File: config.mk
export PLATFORM = sky130hd
export DESIGN_NAME = router_fifo_flat
export DESIGN_NICKNAME = d
export VERILOG_FILES = /design/src/rtl/router_fifo_if.sv /design/src/rtl/router_fifo.sv /design/src/flat_wrapper.sv
export SDC_FILE = /design/constraint.sdc
export NUM_CORES = 1
export LEC_CHECK = 0
export ABC_CLOCK_PERIOD_IN_PS = 2900
export CAP_MARGIN = 20
export CORE_MARGIN = 2
export CORE_UTILIZATION = 40
export CTS_BUF_LIST = sky130_fd_sc_hd__clkbuf_4 sky130_fd_sc_hd__clkbuf_8
export DETAILED_ROUTE_END_ITERATION = 12
export GPL_ROUTABILITY_DRIVEN = 0
export GPL_TIMING_DRIVEN = 0
export SLEW_MARGIN = 15
export SYNTH_ARGS = -nofsm -noshare
export SYNTH_HDL_FRONTEND = slang
export SYNTH_SLANG_ARGS = --single-unit
export TNS_END_PERCENT = 100
File: constraint.sdc
create_clock -name clock -period 2.9 [get_ports clock]
set_input_delay 0.435 -clock clock [delete_from_list [all_inputs] [get_ports clock]]
set_output_delay 0.435 -clock clock [all_outputs]
set_load 0.005 [all_outputs]
File: src/rtl/router_fifo_if.sv
// Byte-stream port bundle between the router write/read side and one router_fifo.
// master drives the write and read enables; slave is the FIFO itself.
interface router_fifo_if #(
  parameter int WIDTH = 8
);
  logic             write_enb;
  logic             lfd_state;
  logic [WIDTH-1:0] data_in;
  logic             read_enb;
  logic [WIDTH-1:0] data_out;
  logic             full;
  logic             empty;
  logic             pkt_done;

  modport master (
    output write_enb, lfd_state, data_in, read_enb,
    input  data_out, full, empty, pkt_done
  );

  modport slave (
    input  write_enb, lfd_state, data_in, read_enb,
    output data_out, full, empty, pkt_done
  );
endinterface

File: src/rtl/router_fifo.sv
// Per-destination packet buffer: DEPTH x (WIDTH+1) with header flag, 1-cycle registered read.
// Writes drop while full, reads ignored while empty; flags come from registered pointers only.
module router_fifo #(
  parameter int WIDTH  = 8,
  parameter int DEPTH  = 16,
  parameter int ADDR_W = 4
) (
  input  logic          clock,
  input  logic          reset,
  input  logic          soft_reset,
  router_fifo_if.slave  bus
);

  logic [WIDTH:0]   r_mem [DEPTH];
  logic [ADDR_W:0]  r_wr_ptr;
  logic [ADDR_W:0]  r_rd_ptr;
  logic [6:0]       r_byte_cnt;
  logic [WIDTH-1:0] r_data_out;
  logic             r_done_pend;
  logic             r_pkt_done;

  logic             w_full;
  logic             w_empty;
  logic             w_wr_acc;
  logic             w_rd_acc;
  logic [WIDTH:0]   w_rd_entry;
  logic [6:0]       w_hdr_cnt;

  assign w_empty    = (r_wr_ptr == r_rd_ptr);
  assign w_full     = (r_wr_ptr[ADDR_W-1:0] == r_rd_ptr[ADDR_W-1:0]) &&
                      (r_wr_ptr[ADDR_W] != r_rd_ptr[ADDR_W]);
  assign w_wr_acc   = bus.write_enb && !w_full;
  assign w_rd_acc   = bus.read_enb && !w_empty;
  assign w_rd_entry = r_mem[r_rd_ptr[ADDR_W-1:0]];
  // Header length field plus one for the trailing parity byte.
  assign w_hdr_cnt  = 7'(w_rd_entry[WIDTH-1:2]) + 7'd1;

  always_ff @(posedge clock) begin
    if (!reset && !soft_reset && w_wr_acc) begin
      r_mem[r_wr_ptr[ADDR_W-1:0]] <= {bus.lfd_state, bus.data_in};
    end
  end

  always_ff @(posedge clock) begin
    if (reset || soft_reset) begin
      r_wr_ptr    <= '0;
      r_rd_ptr    <= '0;
      r_byte_cnt  <= '0;
      r_data_out  <= '0;
      r_done_pend <= 1'b0;
      r_pkt_done  <= 1'b0;
    end else begin
      r_pkt_done  <= r_done_pend;
      r_done_pend <= 1'b0;
      if (w_wr_acc) begin
        r_wr_ptr <= r_wr_ptr + 1'b1;
      end
      if (w_rd_acc) begin
        r_rd_ptr   <= r_rd_ptr + 1'b1;
        r_data_out <= w_rd_entry[WIDTH-1:0];
        if (w_rd_entry[WIDTH]) begin
          r_byte_cnt <= w_hdr_cnt;
        end else if (r_byte_cnt != 7'd0) begin
          r_byte_cnt <= r_byte_cnt - 7'd1;
          // Final byte read now; the done pulse follows one edge later.
          r_done_pend <= (r_byte_cnt == 7'd1);
        end
      end else if (r_byte_cnt == 7'd0) begin
        r_data_out <= '0;
      end
    end
  end

  assign bus.data_out = r_data_out;
  assign bus.full     = w_full;
  assign bus.empty    = w_empty;
  assign bus.pkt_done = r_pkt_done;

endmodule

File: src/flat_wrapper.sv
// flat-port wrapper written by rule: the top's interface ports become plain ports
module router_fifo_flat 
#(
  parameter int WIDTH  = 8,
  parameter int DEPTH  = 16,
  parameter int ADDR_W = 4
)
  (clock, reset, soft_reset, bus_write_enb, bus_lfd_state, bus_data_in, bus_read_enb, bus_data_out, bus_full, bus_empty, bus_pkt_done);
  router_fifo_if #(.WIDTH(WIDTH)) bus_i ();
  input  logic clock;
  input  logic reset;
  input  logic soft_reset;
  input wire logic [$bits(bus_i.write_enb)-1:0] bus_write_enb;
  input wire logic [$bits(bus_i.lfd_state)-1:0] bus_lfd_state;
  input wire logic [$bits(bus_i.data_in)-1:0] bus_data_in;
  input wire logic [$bits(bus_i.read_enb)-1:0] bus_read_enb;
  output wire logic [$bits(bus_i.data_out)-1:0] bus_data_out;
  output wire logic [$bits(bus_i.full)-1:0] bus_full;
  output wire logic [$bits(bus_i.empty)-1:0] bus_empty;
  output wire logic [$bits(bus_i.pkt_done)-1:0] bus_pkt_done;
  assign bus_i.write_enb = bus_write_enb;
  assign bus_i.lfd_state = bus_lfd_state;
  assign bus_i.data_in = bus_data_in;
  assign bus_i.read_enb = bus_read_enb;
  assign bus_data_out = bus_i.data_out;
  assign bus_full = bus_i.full;
  assign bus_empty = bus_i.empty;
  assign bus_pkt_done = bus_i.pkt_done;
  router_fifo #(.WIDTH(WIDTH), .DEPTH(DEPTH), .ADDR_W(ADDR_W)) u_core (.clock(clock), .reset(reset), .soft_reset(soft_reset), .bus(bus_i));
endmodule
# Yosys cells after proc, flatten, opt, wreduce, memory -nomap -nowiden
# Memory sizes are Yosys's and may differ from the RTL's. A register that Yosys moved wholly into a read port is not among the register bits.
# Index checks and enable logic that the tools add are counted.
# W data, S select, Z words.
# op_classes
n_addsub,4
n_eq_ne,4
mux,8
n_bitwise,2
n_reduce_logical,16
# ops
cell,n
$mux W8,2
$mux W7,2
$add A5 B1 Y5 const B,2
$mux W4,2
$add A6 B1 Y7 const B,1
$eq A7 B1 Y1 const B,1
$logic_not A7 Y1,1
$reduce_bool A7 Y1,1
$sub A7 B1 Y7 const B,1
$eq A5 B5 Y1,1
$logic_and A1 B1 Y1,5
$eq A4 B4 Y1,1
$logic_not A1 Y1,4
$reduce_bool A2 Y1,2
$reduce_or A4 Y1,1
$mux W1,2
$not A1 Y1,2
$reduce_and A2 Y1,1
$logic_or A1 B1 Y1,1
$ne A1 B1 Y1,1
# totals
ff_bits,27
ram_bits,144
in_bits,14
out_inout_bits,11
elab_cells,41
mem_count,1
# mem_list
name,words,word_bits,read_ports,rd_clocked_by_memory_dff,write_ports,line,source
u_core.r_mem,16,9,1,1,1,router_fifo.sv:14,logic [WIDTH:0] r_mem [DEPTH];

# Logic depth before layout (Yosys ltp)
# Gate-level depths: netlist (run 1).
# logic_depth
ltp_word,7
depth_mapped,12
depth_no_buf,9

# Least setup slack after synthesis (run 1)
# OpenSTA, ideal clock, no wires.
# synth_timing
path_type,register to register
startpoint,register u_core.r_wr_ptr[3]
endpoint,"memory u_core.r_mem[0][0] (netlist name), enable pin"
setup_time_ns,0.387
arrival_time_ns,2.093
path_slack_ns,0.420
path_stages_with_launch,8
period_less_slack_ns,2.480
cell_sequence,dfxtp_1 clkbuf_1 xnor2_1 nand4_1 o21a_1 clkbuf_1 nand3_1 nor3_1
# synth_via
elab_chain_len,7
# synth_rtl
element,line,source
start: declaration,router_fifo.sv:15,logic [ADDR_W:0] r_wr_ptr;
start signal: assignment,router_fifo.sv:56,r_wr_ptr <= r_wr_ptr + 1'b1;
$eq A4 B4 Y1,router_fifo.sv:30,assign w_full = (r_wr_ptr[ADDR_W-1:0] == r_rd_ptr[ADDR_W-1:0]) &&
$logic_and A1 B1 Y1,router_fifo.sv:30,
$logic_not A1 Y1,router_fifo.sv:32,assign w_wr_acc = bus.write_enb && !w_full;
$logic_and A1 B1 Y1,router_fifo.sv:32,
$logic_and A1 B1 Y1,router_fifo.sv:39,if (!reset && !soft_reset && w_wr_acc) begin
$mux W1,router_fifo.sv:39,
$mux W1 (not written as such),router_fifo.sv:40,"r_mem[r_wr_ptr[ADDR_W-1:0]] <= {bus.lfd_state, bus.data_in};"
end: declaration,router_fifo.sv:14,
# Parallel ways exist; a longest one is shown, timed or not.

# Final worst setup path (run 1)
# layout_timing
startpoint,register u_core.r_wr_ptr[3]
endpoint,"memory u_core.r_mem[6][2] (netlist name), enable pin"
# Same word-level chain as after synthesis.

==> impl_metrics.env, run 1 <==
export IMPL_wl_per_cell_um=22.3
export IMPL_cp_cell_sequence="xnor2_1 -> nand4_1 -> o21a_1 -> clkbuf_1 -> nand3_1 -> nor2_2"
export IMPL_rsz0062_at_grt="false"
export IMPL_yosys_most_used_dff="edfxtp_1"
export IMPL_overflow=0
export IMPL_drv_slew=0
export IMPL_clkTransAtPathRegs_ns=0.09
export IMPL_r2r_start="u_core.r_wr_ptr[3]"
export IMPL_path_delay_family="simple AND/OR/NAND/NOR gates"
export IMPL_p_sw_share_pct=23.3
export IMPL_fin_skew_ns=0.0118
export IMPL_coreArea_um2=17800
export IMPL_cp_data_arrival_time_ns=2.79
export IMPL_period_share_pct=93.4
export IMPL_clock_sinks=175
export IMPL_ff2ff_path_depth=6
export IMPL_grt_max_degree=17
export IMPL_synth_most_common_cell="edfxtp_1"
export IMPL_nNetsFinal=520
export IMPL_antenna_found_initial=0
export IMPL_slew_headroom_pct=44.2
export IMPL_place_port_buffers=24
export IMPL_min_path_type="reg2reg"
export IMPL_final_hold_violation_count=0
export IMPL_crit_start="u_core.r_wr_ptr[3]"
export IMPL_crit_path_end="u_core.r_mem[6][2]"
export IMPL_endpoint_kind="register"
export IMPL_status="finished, final reports clean"
export IMPL_wirelength_um=16500
export IMPL_seqPwrFrac_pct=61.7
export IMPL_antenna_left=0
export IMPL_p_sw_mw=1.03
export IMPL_p_per_area_nw_per_um2=532
export IMPL_start_util_pct=40.5
export IMPL_post_route_util_pct=46.6
export IMPL_path_max_fanout=10
export IMPL_die_y_um=138
export IMPL_syn_inst=448
export IMPL_vias=4137
export IMPL_slowest_delay_ns=0.74
export IMPL_syn_nets=471
export IMPL_path_class="reg2reg"
export IMPL_synth_edf_count=144
export IMPL_p_int_mw=3.39
export IMPL_cts_hold_fix_buffers=0
export IMPL_cellLeakagePower_nw=2.53
export IMPL_max_freq_mhz=369
export IMPL_synthToLayoutAreaGrowth_pct=15.0
export IMPL_dr_pass1_iters=5
export IMPL_grt_pass1_wl_um=25100
export IMPL_async_flop_share_pct=0
export IMPL_synthTopCellsByArea="edfxtp_1 60%, dfxtp_1 8.6%, mux4_2 7.5%"
export IMPL_cts_buffer_depth=2
export IMPL_grt_pass1_vias=4153
export IMPL_initialDrtViolationCount=377
export IMPL_yosysWarnings=0
export IMPL_insertion_delay_ns=0.46
export IMPL_drc_errors=0
export IMPL_avgSynthCellArea_um2=16.1
export IMPL_yosysUniqueCellTypes=52
export IMPL_cp_start_kind="register"
export IMPL_p_clk_share_pct=34.3
export IMPL_die_w_um=138
export IMPL_cts_buffers=17
export IMPL_yosys_top_cells_count="144 x edfxtp_1, 32 x nor2_1, 31 x dfxtp_1, 25 x nand2_1, 24 x mux4_2"
export IMPL_tightest_slew_ns=0.836
export IMPL_cts_tree="yes"
export IMPL_ir_drop_mv=0.492
export IMPL_place_hpwl_um=10700
export IMPL_grt_total_usage_pct=17.6
export IMPL_hold_slack_ns=0.440
export IMPL_placementRows=49
export IMPL_synth_area_leader_cell="edfxtp_1"
export IMPL_reg2reg_slack_ns=0.19
export IMPL_h_tree_depth=4
export IMPL_antenna_cells=0
export IMPL_cp_num_buf_inv=1
export IMPL_root_buffer="clkbuf_8"
export IMPL_final_setup_viol_count=0
export IMPL_dieArea_um2=19200
export IMPL_drv_cap=0
export IMPL_min_period_ns=2.71
export IMPL_ys_seq_elements=175
export IMPL_cp_depth=6
export IMPL_vias_per_cell=5.60
export IMPL_yosys_area_top_type_share_pct=59.8
export IMPL_reg2reg_to="u_core.r_mem[6][2]"
export IMPL_synth_seq_area_share_pct=68.4
export IMPL_io_pin_count=25
export IMPL_cp_slowest_cell="nor2_2"
export IMPL_combinationalPowerShare_pct=4.0
export IMPL_crit_required_ns=2.98
export IMPL_netlist_area_um2=7230
export IMPL_drive_gt1_share_pct=20.2
power groups by stage:
| stage | sequential (mW) | clock [mW] | combinational [mW] |
|---|---|---|---|
| floorplan | 2.78 | 0 | 0.0922 |
| global placement | 2.78 | 0 | 0.164 |
| detailed placement | 2.78 | 0 | 0.172 |
| CTS | 2.73 | 1.54 | 0.173 |
| global route | 2.73 | 1.65 | 0.194 |
| finish | 2.73 | 1.52 | 0.179 |
routing by layer:
metal  vias up  GRT usage, %  share of wire (%)  wire length [um]
li1       1872             -                  -                 -
met5         -             0                  0                 0
met4         0          5.59                2.0               325
met1      2102          24.0                 44              7330
met2       141          28.5                 49              8030
met3        22          3.81                5.0               823
metrics by stage:
stage | power (mW) | cells | instance area, um^2 | TNS [ns] | setup slack [ns]
3_3_place_gp | 2.95 | 701 | 7750 | -43.64 | -0.752
4_1_cts | 4.44 | 739 | 8220 | -1.55 | -0.0400
3_5_place_dp | 2.96 | 707 | 7860 | -3.53 | -0.268
5_1_grt | 4.58 | 739 | 8310 | 0 | 0.00794
6_report | 4.42 | 739 | 8310 | 0 | 0.192
2_1_floorplan | 2.88 | 448 | 7230 | 0 | 0.420
sequential cells by signal (all words and copies together) (netlist names), named ones only:
| register | cells |
|---|---|
| u_core.r_mem | 144 |
| u_core.bus.data_out | 8 |
| u_core.r_byte_cnt | 7 |
| u_core.r_rd_ptr | 5 |
| u_core.r_wr_ptr | 5 |
| u_core.bus.pkt_done | 1 |
| u_core.r_done_pend | 1 |
placed cells by master (no fill, tap or decap), types with 3 or more instances in the layout:
cell             instances
inv_6                    4
clkbuf_8                17
nand2_1                 25
o21a_1                   3
buf_6                    7
a211o_1                  3
clkbuf_1                 9
a31oi_1                  3
inv_1                    5
clkdlybuf4s50_1         24
edfxtp_1               144
clkinv_1                 3
nor2_2                   8
a221oi_1                 4
or3_1                    3
nand3_1                 16
clkinvlp_4               4
mux4_1                   7
nor3_1                   5
a21oi_1                 14
nand2b_1                 4
nand4_1                  6
buf_4                    6
ha_1                     9
nor2_1                  20
xor2_1                   8
dfxtp_1                 30
a221oi_2                 4
mux2i_1                 18
xnor2_1                  8
o211ai_1                 3
nor2_4                   4
and2_1                   4
mux4_2                  25
o21ai_0                  9
how the worst min path moves through the flow:
stage,from,to,slack [ns],depth (start not counted)
after floorplan,u_core.r_done_pend,u_core.bus.pkt_done,0.41,1
after global placement,u_core.r_done_pend,u_core.bus.pkt_done,0.42,1
after detailed placement,u_core.r_done_pend,u_core.bus.pkt_done,0.43,1
after CTS,u_core.r_done_pend,u_core.bus.pkt_done,0.45,1
after global routing,u_core.r_done_pend,u_core.bus.pkt_done,0.48,1
final,u_core.r_done_pend,u_core.bus.pkt_done,0.44,1
what timing repair did:
item                                   in CTS  in global routing
pin swaps                                   0                  2
endpoints found under the hold margin       0                  0
setup endpoints to repair                  76                144
setup buffers                               0                  2
gates resized for setup                     5                 21
cell type report:
class / count / area (um^2)
Buffer: 20 / 138
Multi-Input combinational cell: 245 / 2260
Tap cell: 229 / 287
Sequential cell: 175 / 4950
Clock buffer: 17 / 234
Fill cell: 1502 / 9530
Inverter: 6 / 22.5
Timing Repair Buffer: 32 / 319
Clock inverter: 15 / 109
cells by family (layout without fill, tap and decap cells):
logic type	count (synthesis)	count (layout)	share of synthesized area, %
fa+ha+maj	9	9	1.56
flops	175	175	68.4
xor+xnor	16	16	1.94
simple gates	109	109	7.13
compound gates	60	60	5.73
mux	51	51	13.0
buf+inv	28	90	2.22
Power figures use the tool's default switching activity.
==> inputs of run 2 (changes only) <==
--- a/config.mk
+++ b/config.mk
@@ -8,7 +8,7 @@
 export ABC_CLOCK_PERIOD_IN_PS = 2900
 export CAP_MARGIN = 20
 export CORE_MARGIN = 2
-export CORE_UTILIZATION = 40
+export CORE_UTILIZATION = 35
 export CTS_BUF_LIST = sky130_fd_sc_hd__clkbuf_4 sky130_fd_sc_hd__clkbuf_8
 export DETAILED_ROUTE_END_ITERATION = 12
 export GPL_ROUTABILITY_DRIVEN = 0
==> run 2 against run 1 <==
Compared with the run above: non-clock buffer count increased by 5; clock-buffer cell count increased by 1; via count decreased by 0.15%; sequential share of layout area decreased by 0.92 points; wire length decreased by 1.2%; design area increased by 1.6%; power increased by 3.4%; hold slack about the same; critical path depth increased by 4; flip-flop and latch count unchanged; sequential power about the same; combinational power about the same; highest routed layer unchanged.
==> impl_metrics.env, run 2 (synthesis results as in run 1) <==
export IMPL_fin_skew_ns=0.0162
export IMPL_placementRows=52
export IMPL_tightest_slew_ns=0.705
export IMPL_synthToLayoutAreaGrowth_pct=16.8
export IMPL_grt_max_degree=18
export IMPL_post_route_util_pct=41.7
export IMPL_crit_required_ns=3.26
export IMPL_drc_errors=0
export IMPL_drv_cap=0
export IMPL_io_pin_count=25
export IMPL_root_buffer="clkbuf_8"
export IMPL_fill_cells=1808
export IMPL_rsz0062_at_grt="false"
export IMPL_period_share_pct=94.0
export IMPL_path_max_fanout=10
export IMPL_min_path_type="reg2reg"
export IMPL_worstHoldStart="u_core.r_done_pend"
export IMPL_slew_headroom_pct=52.6
export IMPL_reg2reg_to="u_core.r_byte_cnt[2]"
export IMPL_cts_buffer_depth=2
export IMPL_drv_slew=0
export IMPL_endpoint_kind="register"
export IMPL_min_path_cells=1
export IMPL_overflow=0
export IMPL_h_tree_depth=4
export IMPL_cts_post_setup_buffers_inserted=0
export IMPL_status="finished, final reports clean"
export IMPL_largest_reg_flops=144
export IMPL_final_hold_violation_count=0
export IMPL_dieArea_um2=21800
export IMPL_cellLeakagePower_nw=2.59
export IMPL_die_w_um=148
export IMPL_initialDrtViolationCount=360
export IMPL_p_per_area_nw_per_um2=542
export IMPL_cts_tree="yes"
export IMPL_final_setup_viol_count=0
export IMPL_cp_data_arrival_time_ns=3.08
export IMPL_wirelength_um=16300
export IMPL_place_port_buffers=24
export IMPL_reg2reg_slack_ns=0.17
export IMPL_place_hpwl_um=11100
export IMPL_die_y_um=148
export IMPL_clock_sinks=175
export IMPL_grt_pass1_wl_um=24800
export IMPL_vias=4131
export IMPL_cp_start_kind="register"
export IMPL_layout_common_cells="144 x edfxtp_1, 30 x dfxtp_1, 25 x nand2_1"
export IMPL_cts_buffers=17
export IMPL_nNetsFinal=525
export IMPL_cts_hold_fix_buffers=0
export IMPL_start_util_pct=35.7
export IMPL_ir_drop_mv=0.264
export IMPL_register_area_um2=4950
export IMPL_grt_pass1_vias=4089
export IMPL_fin_setup_tns_ns=0
export IMPL_dr_pass1_iters=4
export IMPL_wl_per_cell_um=20.8
export IMPL_grt_total_usage_pct=15.4
export IMPL_min_to="u_core.bus.pkt_done"
export IMPL_drive_gt1_share_pct=20.4
export IMPL_antenna_left=0
export IMPL_vias_per_cell=5.26
export IMPL_antenna_found_initial=0
export IMPL_multi_input_area_um2=2230
export IMPL_max_freq_mhz=367
export IMPL_clkTransAtPathRegs_ns=0.09
export IMPL_ff2ff_path_depth=10
export IMPL_insertion_delay_ns=0.46
export IMPL_coreArea_um2=20200
export IMPL_path_class="reg2reg"
export IMPL_layout_commonest_cell="edfxtp_1"
export IMPL_min_period_ns=2.73
export IMPL_antenna_cells=0
-- run 2: power by group --
group / leakage, nW / switching (mW) / internal [mW]
clock: 0.192 / 0.949 / 0.721
combinational: 0.853 / 0.108 / 0.0682
sequential: 1.55 / 0.00558 / 2.72
-- run 2: worst max path at each step --
| stage | slack (ns) | end | start | cells after the start |
|---|---|---|---|---|
| detailed placement | -0.29 | u_core.r_mem[11][0] | u_core.r_wr_ptr[3] | 7 |
| CTS | -0.31 | u_core.r_mem[11][5] | u_core.r_wr_ptr[3] | 7 |
| global route | 0.009 | u_core.r_byte_cnt[2] | register | 11 |
| floorplan | 0.42 | u_core.r_mem[0][0] | u_core.r_wr_ptr[3] | 7 |
| finish | 0.17 | u_core.r_byte_cnt[2] | register | 10 |
| global placement | -0.71 | u_core.r_mem[0][7] | soft_reset | 4 |
-- run 2: worst max-delay path, cell delays in order, from the launching register on --
cell	delay (ns)
dfxtp_1	0.35
buf_6	0.14
buf_12	0.17
mux4_1	0.62
a22oi_2	0.26
nand2_1	0.17
ha_1	0.28
xnor2_1	0.14
nand3_1	0.11
o21ai_0	0.10
a221oi_1	0.29
-- run 2: cell type report --
type / instances / share of cell area, %
repair buffers: 36 / 4.31
clock inverters: 14 / 1.79
inverters: 6 / 0.267
multi-input cells: 245 / 26.4
well taps: 270 / 4.00
plain buffers: 21 / 1.76
clock buffers: 18 / 2.86
flip-flops and latches: 175 / 58.6
-- run 2: what timing repair did --
item,in CTS,in global routing
pin swaps,0,1
gates resized for setup,9,22
setup endpoints to repair,58,138
-- run 2: metrics by stage --
stage | hold slack, ns | setup WS (ns) | cells | power, mW | area, um^2
after floorplan | 0.406 | 0.420 | 448 | 2.88 | 7230
after global placement | 0.418 | -0.706 | 742 | 2.95 | 7810
after detailed placement | 0.424 | -0.291 | 754 | 2.96 | 7950
after CTS | 0.445 | -0.305 | 786 | 4.60 | 8370
after global routing | 0.479 | 0.00912 | 785 | 4.73 | 8440
final | 0.440 | 0.173 | 785 | 4.57 | 8440
-- run 2: layer usage --
metal	track usage, %	share of wire (%)
met1	21.0	46
met2	24.2	47
met3	4.07	5.4
met4	5.00	2.0
met5	0	0
